===== src/rtl/pkt_buf_ctrl.sv =====
// pkt_buf_ctrl: circular buffer of fixed-size packet slots sequencing a dual-port RAM between a write and a read stream
module pkt_buf_ctrl #(
    parameter int BUS_WIDTH  = 32,
    parameter int SLOT_BEATS = 16,
    parameter int NUM_SLOTS  = 100,
    parameter int RD_LAT     = 1
) (
    input  logic                           CLK,
    input  logic                           reset,
    input  logic                           wr_valid,
    input  logic [BUS_WIDTH-1:0]           wr_data,
    input  logic                           wr_last,
    output logic                           wr_ready,
    output logic                           rd_valid,
    output logic [BUS_WIDTH-1:0]           rd_data,
    output logic                           rd_last,
    input  logic                           rd_ready,
    output logic                           mem_ena,
    output logic [3:0]                     mem_wea,
    output logic [31:0]                    mem_addra,
    output logic [BUS_WIDTH-1:0]           mem_dina,
    output logic                           mem_enb,
    output logic [31:0]                    mem_addrb,
    input  logic [BUS_WIDTH-1:0]           mem_doutb,
    input  logic                           mem_busy,
    output logic [$clog2(NUM_SLOTS+1)-1:0] pkt_count,
    output logic [15:0]                    drop_cnt
);
    localparam int SW = $clog2(NUM_SLOTS);
    localparam int BW = $clog2(SLOT_BEATS);
    localparam int LW = $clog2(SLOT_BEATS + 1);
    localparam int CW = $clog2(NUM_SLOTS + 1);

    typedef enum logic [1:0] {R_IDLE, R_ADDR, R_WAIT, R_HOLD} rstate_t;

    rstate_t        state;
    logic [SW-1:0]  wr_slot, rd_slot;
    logic [BW-1:0]  wr_beat, rd_beat;
    logic [LW-1:0]  len [NUM_SLOTS];
    logic [1:0]     wcnt;
    logic           dropping, accept, commit, pop;

    function automatic logic [31:0] slot_addr(input logic [SW-1:0] s, input logic [BW-1:0] b);
        return 32'(s) * 32'(SLOT_BEATS) + 32'(b);
    endfunction

    function automatic logic [SW-1:0] next_slot(input logic [SW-1:0] s);
        return s == SW'(NUM_SLOTS - 1) ? '0 : s + SW'(1);
    endfunction

    // wr_ready is forced low while reset is held so the write port is quiet during reset
    always_comb begin
        wr_ready  = reset && (pkt_count < CW'(NUM_SLOTS)) && !mem_busy;
        accept    = wr_valid && wr_ready;
        mem_ena   = accept && !dropping;
        mem_wea   = mem_ena ? 4'hF : 4'h0;
        mem_addra = slot_addr(wr_slot, wr_beat);
        mem_dina  = wr_data;
        commit    = mem_ena && wr_last;
        pop       = state == R_HOLD && rd_valid && rd_ready && rd_last;
    end

    always_ff @(posedge CLK or negedge reset) begin
        if (!reset) begin
            wr_slot  <= '0;
            wr_beat  <= '0;
            dropping <= 1'b0;
            drop_cnt <= '0;
            for (int i = 0; i < NUM_SLOTS; i++) len[i] <= '0;
        end else if (accept) begin
            if (dropping) begin
                if (wr_last) begin
                    dropping <= 1'b0;
                    wr_beat  <= '0;
                    drop_cnt <= drop_cnt + 16'(drop_cnt != 16'hFFFF);
                end
            end else if (wr_last) begin
                len[wr_slot] <= LW'(wr_beat) + LW'(1);
                wr_slot      <= next_slot(wr_slot);
                wr_beat      <= '0;
            end else if (wr_beat == BW'(SLOT_BEATS - 1)) begin
                dropping <= 1'b1;
                wr_beat  <= '0;
            end else begin
                wr_beat <= wr_beat + BW'(1);
            end
        end
    end

    always_ff @(posedge CLK or negedge reset) begin
        if (!reset) begin
            state     <= R_IDLE;
            rd_slot   <= '0;
            rd_beat   <= '0;
            wcnt      <= '0;
            rd_valid  <= 1'b0;
            rd_data   <= '0;
            rd_last   <= 1'b0;
            mem_enb   <= 1'b0;
            mem_addrb <= '0;
            pkt_count <= '0;
        end else begin
            pkt_count <= pkt_count + CW'(commit) - CW'(pop);
            case (state)
                R_IDLE: if (pkt_count != '0 && !mem_busy) begin
                    state     <= R_ADDR;
                    mem_enb   <= 1'b1;
                    mem_addrb <= slot_addr(rd_slot, rd_beat);
                end
                R_ADDR: begin
                    state   <= R_WAIT;
                    mem_enb <= 1'b0;
                    wcnt    <= 2'(RD_LAT);
                end
                R_WAIT: begin
                    wcnt <= wcnt - 2'd1;
                    if (wcnt == 2'd1) begin
                        state    <= R_HOLD;
                        rd_valid <= 1'b1;
                        rd_data  <= mem_doutb;
                        rd_last  <= LW'(rd_beat) == len[rd_slot] - LW'(1);
                    end
                end
                R_HOLD: if (rd_ready) begin
                    rd_valid <= 1'b0;
                    rd_last  <= 1'b0;
                    if (rd_last) begin
                        rd_slot <= next_slot(rd_slot);
                        rd_beat <= '0;
                        state   <= R_IDLE;
                    end else begin
                        rd_beat   <= rd_beat + BW'(1);
                        state     <= mem_busy ? R_IDLE : R_ADDR;
                        mem_enb   <= !mem_busy;
                        mem_addrb <= slot_addr(rd_slot, rd_beat + BW'(1));
                    end
                end
                default: state <= R_IDLE;
            endcase
        end
    end
endmodule


===== config.mk =====
export PLATFORM = sky130hd
export DESIGN_NAME = pkt_buf_ctrl
export DESIGN_NICKNAME = d
export VERILOG_FILES = /design/src/rtl/pkt_buf_ctrl.sv
export SDC_FILE = /design/constraint.sdc
export NUM_CORES = 1
export LEC_CHECK = 0
export BUFFER_PORTS_ARGS = -buffer_cell sky130_fd_sc_hd__clkbuf_2
export CAP_MARGIN = 0
export CORE_UTILIZATION = 60
export CTS_CLUSTER_SIZE = 14
export DETAILED_ROUTE_END_ITERATION = 16
export HOLD_SLACK_MARGIN = 0.02
export PLACE_DENSITY = 0.8
export SYNTH_ARGS = -nofsm -noshare
export SYNTH_HDL_FRONTEND = slang
export SYNTH_SLANG_ARGS = --single-unit

===== constraint.sdc =====
create_clock -name CLK -period 3.44 [get_ports CLK]
set_input_delay 0.516 -clock CLK [delete_from_list [all_inputs] [get_ports CLK]]
set_output_delay 0.516 -clock CLK [all_outputs]
set_load 0.02 [all_outputs]

Yosys cells after proc, flatten, opt, wreduce, memory -nomap -nowiden
Index checks and enable logic that the tools add are counted.
- add/subtract/negate cells: 13
- bitwise gates (word level): 3
- equal/unequal tests: 14
- reduce and logical (&&, ||, !) cells: 28
- order comparisons: 4
- multiplexer cells: 38
- operators with widths (operator ; count):
    $bwmux 500 ; 1
    $mux 32 ; 3
    $pmux 32 s2 ; 1
    $add 11x4->12 ; 3
    $bmux 5 s7 ; 1
    $demux 5 s7 ; 1
    $mux 4 ; 6
    $add 16x1->16 ; 1
    $ge 8x8->1 const B ; 2
    $ne 16x16->1 const B ; 1
    $not 7->8 ; 2
    $mux 5 ; 3
    $reduce_and 3->1 ; 5
    $add 7x1->7 const B ; 2
    $eq 7x7->1 const B ; 2
    $mux 7 ; 2
    $mux 1 ; 12
    $logic_and 1x1->1 ; 10
    $ne 2x2->1 const B ; 5
    $add 4x1->4 const B ; 2
    $lt 8x1->1 const B ; 1
    $pmux 2 s4 ; 1
    $reduce_and 4->1 ; 2
    $add 7x1->7 ; 1
    20 further kinds ; 30
- flip-flop bits (word level): 617
- logic and storage cells: 214
- bits of input ports: 70

Depth between registers and ports, before layout
Gate-level depths: netlist of the first run.
- depth in word-level cells: 8
- depth in mapped cells: 17

Worst setup path before layout of the first run
OpenSTA, ideal clock, no wires.
- kind: reg-to-reg
- from: register pkt_count[3]
- to: register pkt_count[6]
- required time: 3361 ps
- slack: -114 ps
- clock period less this slack: 3554 ps
- cell stages (with the launch flop): 18
- library setup time: 79 ps
- arrival: 3475 ps
- cell sequence: dfrtp_1 inv_1 ha_1 nand2b_1 a21oi_1 nand2_1 nor3b_2 inv_2 ha_1 inv_1 ha_1 fa_1 a21oi_1 o21bai_1 a21oi_1 nor2_1 nor2_1 xor2_1
- word-level cells in the longest chain between the ends: 8
- ends and longest elaborated chain (element ; RTL line ; source):
    start: declaration ; 26 ; output logic [$clog2(NUM_SLOTS+1)-1:0] pkt_count,
    start signal: assignment ; 103 ; pkt_count <= pkt_count + CW'(commit) - CW'(pop);
    $lt 7x7->1 ; 53 ; wr_ready = reset && (pkt_count < CW'(NUM_SLOTS)) && !mem_busy;
    $logic_and 1x1->1 (2 in a row) ; 53 ;
    net wr_ready ; 13 ; output logic wr_ready,
    $logic_and 1x1->1 ; 54 ; accept = wr_valid && wr_ready;
    $logic_and 1x1->1 ; 55 ; mem_ena = accept && !dropping;
    $logic_and 1x1->1 ; 59 ; commit = mem_ena && wr_last;
    $add 7x1->7 ; 103 ;
    $sub 7x1->7 ; 103 ;
The timed path passes the listed nets, and every way through them passes these cells.
A chain may end at the register's enable or synchronous reset.

Worst setup path in the final report of the first run
- from: register rd_slot[0]
- to: register rd_last
- word-level cells in the longest chain between the ends: 8
- ends and longest elaborated chain (element ; RTL line ; source):
    start: declaration ; 37 ; logic [SW-1:0] wr_slot, rd_slot;
    start signal: assignment ; 128 ; rd_slot <= next_slot(rd_slot);
    $not 7->8 (not written as such) ; 121 ; rd_last <= LW'(rd_beat) == len[rd_slot] - LW'(1);
    $bmux 5 s7 ; 121 ;
    $mux 5 (not written as such) (2 in a row) ; 121 ;
    $sub 5x1->5 ; 121 ;
    $eq 4x5->1 ; 121 ;
    $mux 1 ; 117 ; if (wcnt == 2'd1) begin
    $pmux 1 s2 ; 104 ; case (state)
    end signal: assignment ; 121 ;
    end: declaration ; 16 ; output logic rd_last,
No other way between the ends. The select of a mux whose other input is x is not followed.

==> flow_summary.ini, run 1 <==
[logic_synthesis]
synth_top_area_share_pct = 54.5
synth_async_sr_flop_share_pct = 100
synth_top_cells_by_area = dfrtp_1 55%, mux4_2 9.2%, nand2_1 7.7%
syn_area_sq_mm = 0.0274
seq_area_frac_synth_pct = 54.5
avgSynthCellArea_sq_um = 11.3
synth_edf_count = 0
synth_flop_cell = dfrtp_1
synth_commonest_cells = 596 x dfrtp_1, 562 x nand2_1, 415 x o21ai_0
ys_seq_elements = 596
yosys_warnings = 0
ys_types = 73
synth_cells = 2424
synth_top_area_cell = dfrtp_1
post-synth-top-count-cell = dfrtp_1

[placed_design]
portBuffers = 123
dp_hpwl_um = 46800
place_ws_ns = -0.134
place_congestion = 0.941
dp.cells = 3067

[grt]
antenna_found_initial = 0
grt.overflow.total = 0
grt_pass1_vias = 20427
grt_pass1_wl_um = 116000
grt_start_max_net_pins = 175
grt_util_all_layers_pct = 32.0

[setup_path]
cp.arrival_ns = 4.03
start_kind = flop
path_max_fanout = 5
critPathRequiredTime_ns = 4.00
setup.worst_path.end_class = flop
path_class = flop to flop

[sta]
fmax_mhz = 288
tightest_slew_ns = 1.17
setup_viol = 1
tns_ns = -0.0306
skew_ns = 0.0152
finalHoldViolCount = 0
slew_headroom_pct = 21.8
rsz0062_at_grt = yes
hold_ws_ns = 0.0479
finalMaxSlewViolations = 0
fin_crit_sh_pct = 101
fin_ws_ns = -0.0306
layout_min_cycle_time_ns = 3.47

[layout]
multi_input_area_sq_mm = 0.0115
drive_gt1_share_pct = 25.1
seqCellArea_sq_mm = 0.0149
finish.cell_count_without_fillers = 3207
n_fill_cell = 2962
area_delta_synth_final_pct = 14.2
num_antenna_cells = 0
finalNetCount = 2661

[detailed_routing]
route.met3.wl_um = 6710
first_iter_violations = 2036
wl_met2_um = 35200
top_layer = met4
via_count = 20116
first_pass_iters = 7
routed_wl_um = 72900
wl_met1_um = 28000
drc = 0
wire_per_inst_um = 22.7
antenna_left = 0
avgViaCountPerCell = 6.27

[clocking]
root_buffer = clkbuf_16
cts_tree = built
cts_hold_buf = 0
clock_sinks = 596
clkTransAtPathRegs_ns = 0.07
clk_latency_ns = 0.63
cts_max_path_buffers = 3
htreeDepth = 2
cts_buffers = 60

[outcome]
status = finished with violations
violations = setup timing

[floorplanning]
die_h_um = 216
initial_core_util_pct = 61.3
io-pin-count = 230
dieArea_sq_mm = 0.0464
core_area_sq_mm = 0.0446
die_x_um = 216
rows = 77

[power]
vdd_drop_max_uv = 1020
leakage_uw = 0.0141
p_per_area_mw_per_mm2 = 650

[flow_run]
max_cap_viol_count = 0

[worst_hold_path]
min-delay-path-class = primary input to async pin
-- power by group --
| group | switching [uW] | internal (uW) |
|---|---|---|
| logic | 3090 | 2020 |
| registers | 420 | 7470 |
| clock network | 2820 | 4490 |
-- what timing repair did --
| item | CTS | global route |
|---|---|---|
| gates cloned | 0 | 0 |
| setup buffers | 11 | 21 |
| pin swaps | 12 | 16 |
| gates resized for setup | 14 | 29 |
| setup endpoints to repair | 1 | 2 |
-- state kept, by name (all words and copies together), names as in the netlist, 4 cells and up --
| register | count |
|---|---|
| drop_cnt | 16 |
| wr_beat | 4 |
| wr_slot | 7 |
| pkt_count | 7 |
| mem_addrb | 11 |
| rd_data | 32 |
| rd_beat | 4 |
| rd_slot | 7 |
| len | 500 |
-- routing by layer --
layer	up-vias	GRT usage (%)
met3	237	7.85
met1	10115	43.0
met4	0	13.5
met5	-	0
li1	8719	-
met2	1045	50.2
-- through the flow --
stage	power, uW	cell area [sq um]	utilization, %
floorplan	11200	27500	-
global placement	12500	28600	64.0
detailed placement	12700	28600	64.0
CTS	20100	31000	69.4
global route	21000	31200	70.0
finish	20300	31200	70.0
-- path summary, 6_finish.rpt --
kind                            slack (ns)            to  cells after the start     startpoint
worst max-delay path                 -0.03       rd_last                     16     rd_slot[0]
worst min-delay path                  0.05      len[345]                      2          reset
worst max register to register       -0.03       rd_last                     16     rd_slot[0]
worst min register to register        0.47      len[103]                      2       len[103]
max in group asynchronous             1.41  pkt_count[2]                      4          reset
min in group CLK                      0.12   rd_data[23]                      2  mem_doutb[23]
-- cell usage in the layout (no fill, tap or decap), types with 6 or more instances in the layout --
master,Yosys,final
mux2_2,149,149
bufinv_16,0,14
dfrtp_1,596,592
inv_1,17,16
mux2i_1,36,35
nand2b_1,15,15
nor3_1,20,14
mux4_2,112,112
nand2_1,562,562
and3_1,6,6
buf_4,89,99
clkinv_2,0,12
buf_12,3,14
clkbuf_16,0,60
o21ai_0,415,415
xor2_1,13,12
clkbuf_8,0,11
conb_1,1,42
mux2_1,12,12
nand4_1,13,13
nor2b_1,9,9
or3_1,6,6
a211oi_1,8,6
xnor2_1,20,18
clkbuf_2,0,122
nor2_1,36,36
a22oi_1,8,7
a21oi_1,29,28
ha_1,24,22
nor3_2,0,6
nand3_1,22,20
buf_6,3,7
-- cells by family (layout without fill, tap and decap cells) --
logic type | after synthesis | count (layout) | share of synthesized area [%]
AOI/OAI and AO/OA | 525 | 525 | 10.6
xor gates and xnor gates | 33 | 33 | 1.06
adders and majority gates | 25 | 25 | 1.17
buffers and inverters | 224 | 374 | 4.75
DFF | 596 | 596 | 54.5
muxes | 309 | 309 | 17.2
other | 1 | 42 | 0.0137
and+or+nand+nor | 711 | 711 | 10.7
-- area by class of cell --
class,instances,area share (%)
Clock inverter,36,1.82
Timing Repair Buffer,245,5.63
Clock buffer,75,5.34
Inverter,18,0.216
Multi-Input combinational cell,1645,36.9
Sequential cell,596,47.8
Tap cell,592,2.37
-- critical path, cell delays in order (launching register included) --
cell and delay (ns):
dfrtp_4 0.54, buf_4 0.17, buf_12 0.13, buf_4 0.13, mux4_2 0.40, mux2i_1 0.21
o21ai_0 0.14, buf_4 0.17, o21ai_2 0.12, a311o_1 0.25, ha_4 0.23, xnor2_2 0.13
nor3_2 0.19, nand3_2 0.14, o22ai_2 0.24, a2bb2oi_2 0.09, o21ai_2 0.12
(Power assumes the default switching activity.)
==> inputs of run 2 (changes only) <==
BUFFER_PORTS_ARGS = unset   (was -buffer_cell sky130_fd_sc_hd__clkbuf_2)
CORE_UTILIZATION = 65   (was 60)
CTS_BUF_LIST = sky130_fd_sc_hd__clkbuf_8   (was unset)
DONT_BUFFER_PORTS = 1   (was unset)
MAX_ROUTING_LAYER = met4   (was unset)
PLACE_DENSITY = 0.81   (was 0.8)
==> flow_summary.ini, run 2 (synthesis gave the netlist of run 1 again) <==
[outcome]
status = finished with violations
violations = hold timing

[setup_path]
setup.worst_path.end_class = flop
cp.arrival_ns = 3.96
reg2reg_from = rd_slot[0]
path_max_fanout = 15
path_class = flop to flop
start_kind = flop
reg2regPathDepth = 13
r2r_setup_slack_ns = 0.08
reg2reg_to = rd_last
critPathRequiredTime_ns = 4.04

[clocking]
htreeDepth = 3
cts_hold_buf = 34
clk_latency_ns = 0.66
cts_buffers = 95
cts_max_path_buffers = 3
root_buffer = clkbuf_8
clkTransAtPathRegs_ns = 0.07
clock_sinks = 596
cts_tree = built

[sta]
skew_ns = 0.0355
rsz0062_at_grt = yes
layout_min_cycle_time_ns = 3.36
tns_ns = 0
fin_crit_sh_pct = 97.7
finalHoldViolCount = 596
fmax_mhz = 298
slew_headroom_pct = 10.2
finalMaxSlewViolations = 0
hold_ws_ns = -0.454
tightest_slew_ns = 1.35
setup_viol = 0

[layout]
mostFrequentLayoutCells = 590 x dfrtp_1, 562 x nand2_1, 415 x o21ai_0
top_register = len
area_delta_synth_final_pct = 10.6
finalNetCount = 2569
largest_reg_flops = 500
num_antenna_cells = 0
largestRegisters = len: 500 flops, rd_data: 32 flops, drop_cnt: 16 flops
drive_gt1_share_pct = 20.7
final_common_cell = dfrtp_1
utilization_pct = 73.4

[detailed_routing]
first_pass_iters = 6
first_iter_violations = 2109
wire_per_inst_um = 22.3
via_count = 19581
antenna_left = 0
drc = 0
routed_wl_um = 68800
avgViaCountPerCell = 6.35

[floorplanning]
die_h_um = 207
initial_core_util_pct = 66.4
rows = 74
die_x_um = 207
core_area_sq_mm = 0.0412
io-pin-count = 230
dieArea_sq_mm = 0.0429

[placed_design]
portBuffers = 0
dp_hpwl_um = 44400
place_congestion = 0.976

[grt]
grt_pass1_wl_um = 111000
grt.overflow.total = 0
grt_util_all_layers_pct = 34.1
antenna_found_initial = 1
grt_start_max_net_pins = 598
grt_pass1_vias = 19828

[power]
p_per_area_mw_per_mm2 = 612
leakage_uw = 0.0135
vdd_drop_max_uv = 393
finalPower_uw = 18500

[worst_hold_path]
min-delay-path-class = primary input to async pin

[flow_run]
max_cap_viol_count = 0
## run 2: cell count changes in the layout (fill, tap and decap cells not counted), moves of 6 or more
cell and delta:
clkbuf_2 -122, inv_1 +21, clkinv_2 +6, buf_4 -30, bufinv_16 -11, dlygate4sd3_1 +34
clkbuf_8 +117, clkbuf_16 -60
## run 2: power breakdown
part	leakage, uW	total, uW	internal (uW)	switching, uW
clock network	0.00114	6360	3540	2820
registers	0.00817	8350	7480	878
logic	0.00421	3800	1570	2220
## run 2: worst max-delay path, cell delays in order (launching register included)
cell	delay, ns
dfrtp_4	0.55
buf_12	0.19
buf_6	0.15
mux4_2	0.33
a22oi_1	0.09
a311o_1	0.45
a311o_1	0.36
ha_1	0.31
xnor2_1	0.15
nor3_2	0.15
nand3_1	0.12
o22ai_1	0.20
a2bb2oi_1	0.10
o21ai_2	0.13
## run 2: worst max path at each step
| stage | startpoint | endpoint | slack (ns) | cells past startpoint |
|---|---|---|---|---|
| final | rd_slot[0] | rd_last | 0.08 | 13 |
| after global routing | rd_slot[0] | rd_last | -0.03 | 13 |
| after CTS | rd_slot[0] | rd_last | 0.06 | 13 |
| after detailed placement | rd_slot[1] | rd_last | 0.02 | 13 |
| after global placement | rd_slot[1] | rd_last | 0.06 | 13 |
| after floorplan | pkt_count[3] | pkt_count[6] | 0.07 | 17 |
## run 2: area by class of cell
type	count	area, sq um
Clock buffer	128	1760
Clock inverter	45	285
Fill cell	2625	11000
Inverter	18	67.6
Multi-Input combinational cell	1645	11400
Sequential cell	596	14900
Tap cell	532	666
Timing Repair Buffer	118	1140
## run 2: stage by stage
| stage | instances | setup slack, ns | hold WS (ns) | cell area [sq um] |
|---|---|---|---|---|
| floorplan | 2465 | 0.0729 | 0.220 | 27500 |
| global placement | 2874 | 0.0589 | 0.239 | 27800 |
| detailed placement | 2874 | 0.0216 | 0.239 | 27800 |
| CTS | 3081 | 0.0577 | -0.479 | 30200 |
| global route | 3082 | -0.0312 | -0.483 | 30200 |
| finish | 3082 | 0.0806 | -0.454 | 30200 |
## run 2: routing by layer
metal / GRT usage (%) / wire length (um)
met5: - / 0
met4: 14.4 / 2690
met2: 51.9 / 32900
met1: 45.4 / 27300
met3: 6.66 / 5990
## run 2: repair_timing
item,CTS,global route
gates resized for setup,1,9
hold endpoints to repair,634,596
cloned,0,0
pin swaps,0,1
endpoints found under the setup margin,1,2
setup buffers,0,1
==> inputs of run 3 (changes only) <==
clock period = 3.2 ns   (was 3.44 ns; I/O delays follow)
==> flow_summary.ini, run 3 (synthesis gave the netlist of run 1 again) <==
[layout]
largest_reg_flops = 500
top_register = len
seqCellArea_sq_mm = 0.0149
n_fill_cell = 2583
largestRegisters = len: 500 flops, rd_data: 32 flops, drop_cnt: 16 flops
drive_gt1_share_pct = 21.4
finalNetCount = 2589
mostFrequentLayoutCells = 592 x dfrtp_1, 561 x nand2_1, 415 x o21ai_0
final_common_cell = dfrtp_1
multi_input_area_sq_mm = 0.0115
area_delta_synth_final_pct = 11.5
postLayoutCellArea_sq_mm = 0.0305
finish.cell_count_without_fillers = 3100

[floorplanning]
io-pin-count = 230
die_h_um = 207
die_x_um = 207
initial_core_util_pct = 66.4
core_area_sq_mm = 0.0412
dieArea_sq_mm = 0.0429
rows = 74

[setup_path]
setup.worst_path.end_class = flop
reg2reg_from = rd_slot[0]
path_max_fanout = 8
path_class = flop to flop
crit_top_cell = a311o_1
path_cells = buf_12 > mux4_2 > a22o_1 > a211oi_2 > a311o_1 > a311o_1 > ha_4 > xnor2_4 > nor3_4 > nand3_2 > o22ai_2 > a2bb2oi_2 > o21ai_2
cp_top_family = compound AO/OA/AOI/OAI gates
start_kind = flop
startpoint = rd_slot[0]
cp.arrival_ns = 4.01
max_stage_delay_ns = 0.54
cp_slowest_cell = dfrtp_4
critPathBufInv = 1
critPathRequiredTime_ns = 3.79

[grt]
grt_pass1_vias = 20161
antenna_found_initial = 1
grt_util_all_layers_pct = 34.9
grt_pass1_wl_um = 113000
grt.overflow.total = 0
grt_start_max_net_pins = 598

[clocking]
cts_max_path_buffers = 3
cts_hold_buf = 34
cts_buffers = 93
clkTransAtPathRegs_ns = 0.07
cts_tree = built
clk_latency_ns = 0.67
htreeDepth = 3
root_buffer = clkbuf_8
clock_sinks = 596

[detailed_routing]
avgViaCountPerCell = 6.40
first_iter_violations = 2131
antenna_left = 0
first_pass_iters = 5
via_count = 19845
drc = 0
routed_wl_um = 70900
wire_per_inst_um = 22.9

[sta]
slew_headroom_pct = -29.7
fin_ws_ns = -0.220
fmax_mhz = 292
skew_ns = 0.0289
finalMaxSlewViolations = 266
tns_ns = -0.220
hold_ws_ns = -0.477
rsz0062_at_grt = yes
finalHoldViolCount = 596
setup_viol = 1
tightest_slew_ns = 1.95
fin_crit_sh_pct = 107
layout_min_cycle_time_ns = 3.42

[outcome]
status = finished with violations
violations = hold timing, slew limit, setup timing

[power]
vdd_drop_max_uv = 613
finalPower_uw = 20200
p_per_area_mw_per_mm2 = 663
leakage_uw = 0.0136

[flow_run]
max_cap_viol_count = 0

[placed_design]
place_congestion = 0.959
dp_hpwl_um = 45400
dp.cells = 2890
portBuffers = 0
postPlaceCellArea_sq_mm = 0.0280

[worst_hold_path]
min-delay-path-class = primary input to async pin
## run 3: changes by cell type in the layout (fill, tap and decap cells not counted), sizes merged
cell      before  now
buf           84  105
diode          0    1
inv           38   47
bufinv         3    5
clkinv        18   11
clkinvlp       4    5
clkbuf       128  119
## run 3: final timing paths
path / endpoint / slack, ns / cells past startpoint
worst max-delay path: rd_last / -0.22 / 13
worst min-delay path: pkt_count[1] / -0.48 / 0
worst max register to register: rd_last / -0.22 / 13
worst min register to register: len[42] / 0.48 / 2
max in group asynchronous: len[236] / 2.13 / 0
min in group CLK: dropping / 0.13 / 2
## run 3: area by class of cell
type	count	share of cell area, %
flip-flops and latches	596	48.9
multi-input cells	1645	37.8
clock inverters	50	1.17
clock buffers	118	5.33
diodes	1	0.00821
repair buffers	140	4.37
inverters	18	0.222
well taps	532	2.18
## run 3: routing by layer
metal | share of wire, % | track usage [%]
met1 | 38 | 45.1
met5 | 0 | -
met3 | 9.8 | 8.67
met2 | 47 | 52.8
met4 | 4.8 | 15.9
## run 3: power breakdown
group          total, uW  internal [uW]  switching [uW]
Combinational       4540           1930            2620
Sequential          8930           8030             899
Clock               6740           3720            3020
Total              20200          13700            6530
## run 3: what timing repair did
| item | 4_1_cts | 5_1_grt |
|---|---|---|
| setup buffers | 3 | 3 |
| gates cloned | 0 | 1 |
| gates resized for setup | 7 | 18 |
| pin swaps | 1 | 17 |
| endpoints found under the setup margin | 1 | 2 |
| endpoints found under the hold margin | 635 | 596 |
## run 3: stage by stage
| step | setup slack (ns) | utilization (%) | hold WS (ns) |
|---|---|---|---|
| floorplan | 0.00306 | - | 0.184 |
| global placement | -0.211 | 67.9 | 0.202 |
| detailed placement | -0.290 | 67.9 | 0.197 |
| CTS | -0.0928 | 73.6 | -0.514 |
| global route | -0.306 | 74.0 | -0.514 |
| finish | -0.220 | 74.0 | -0.477 |
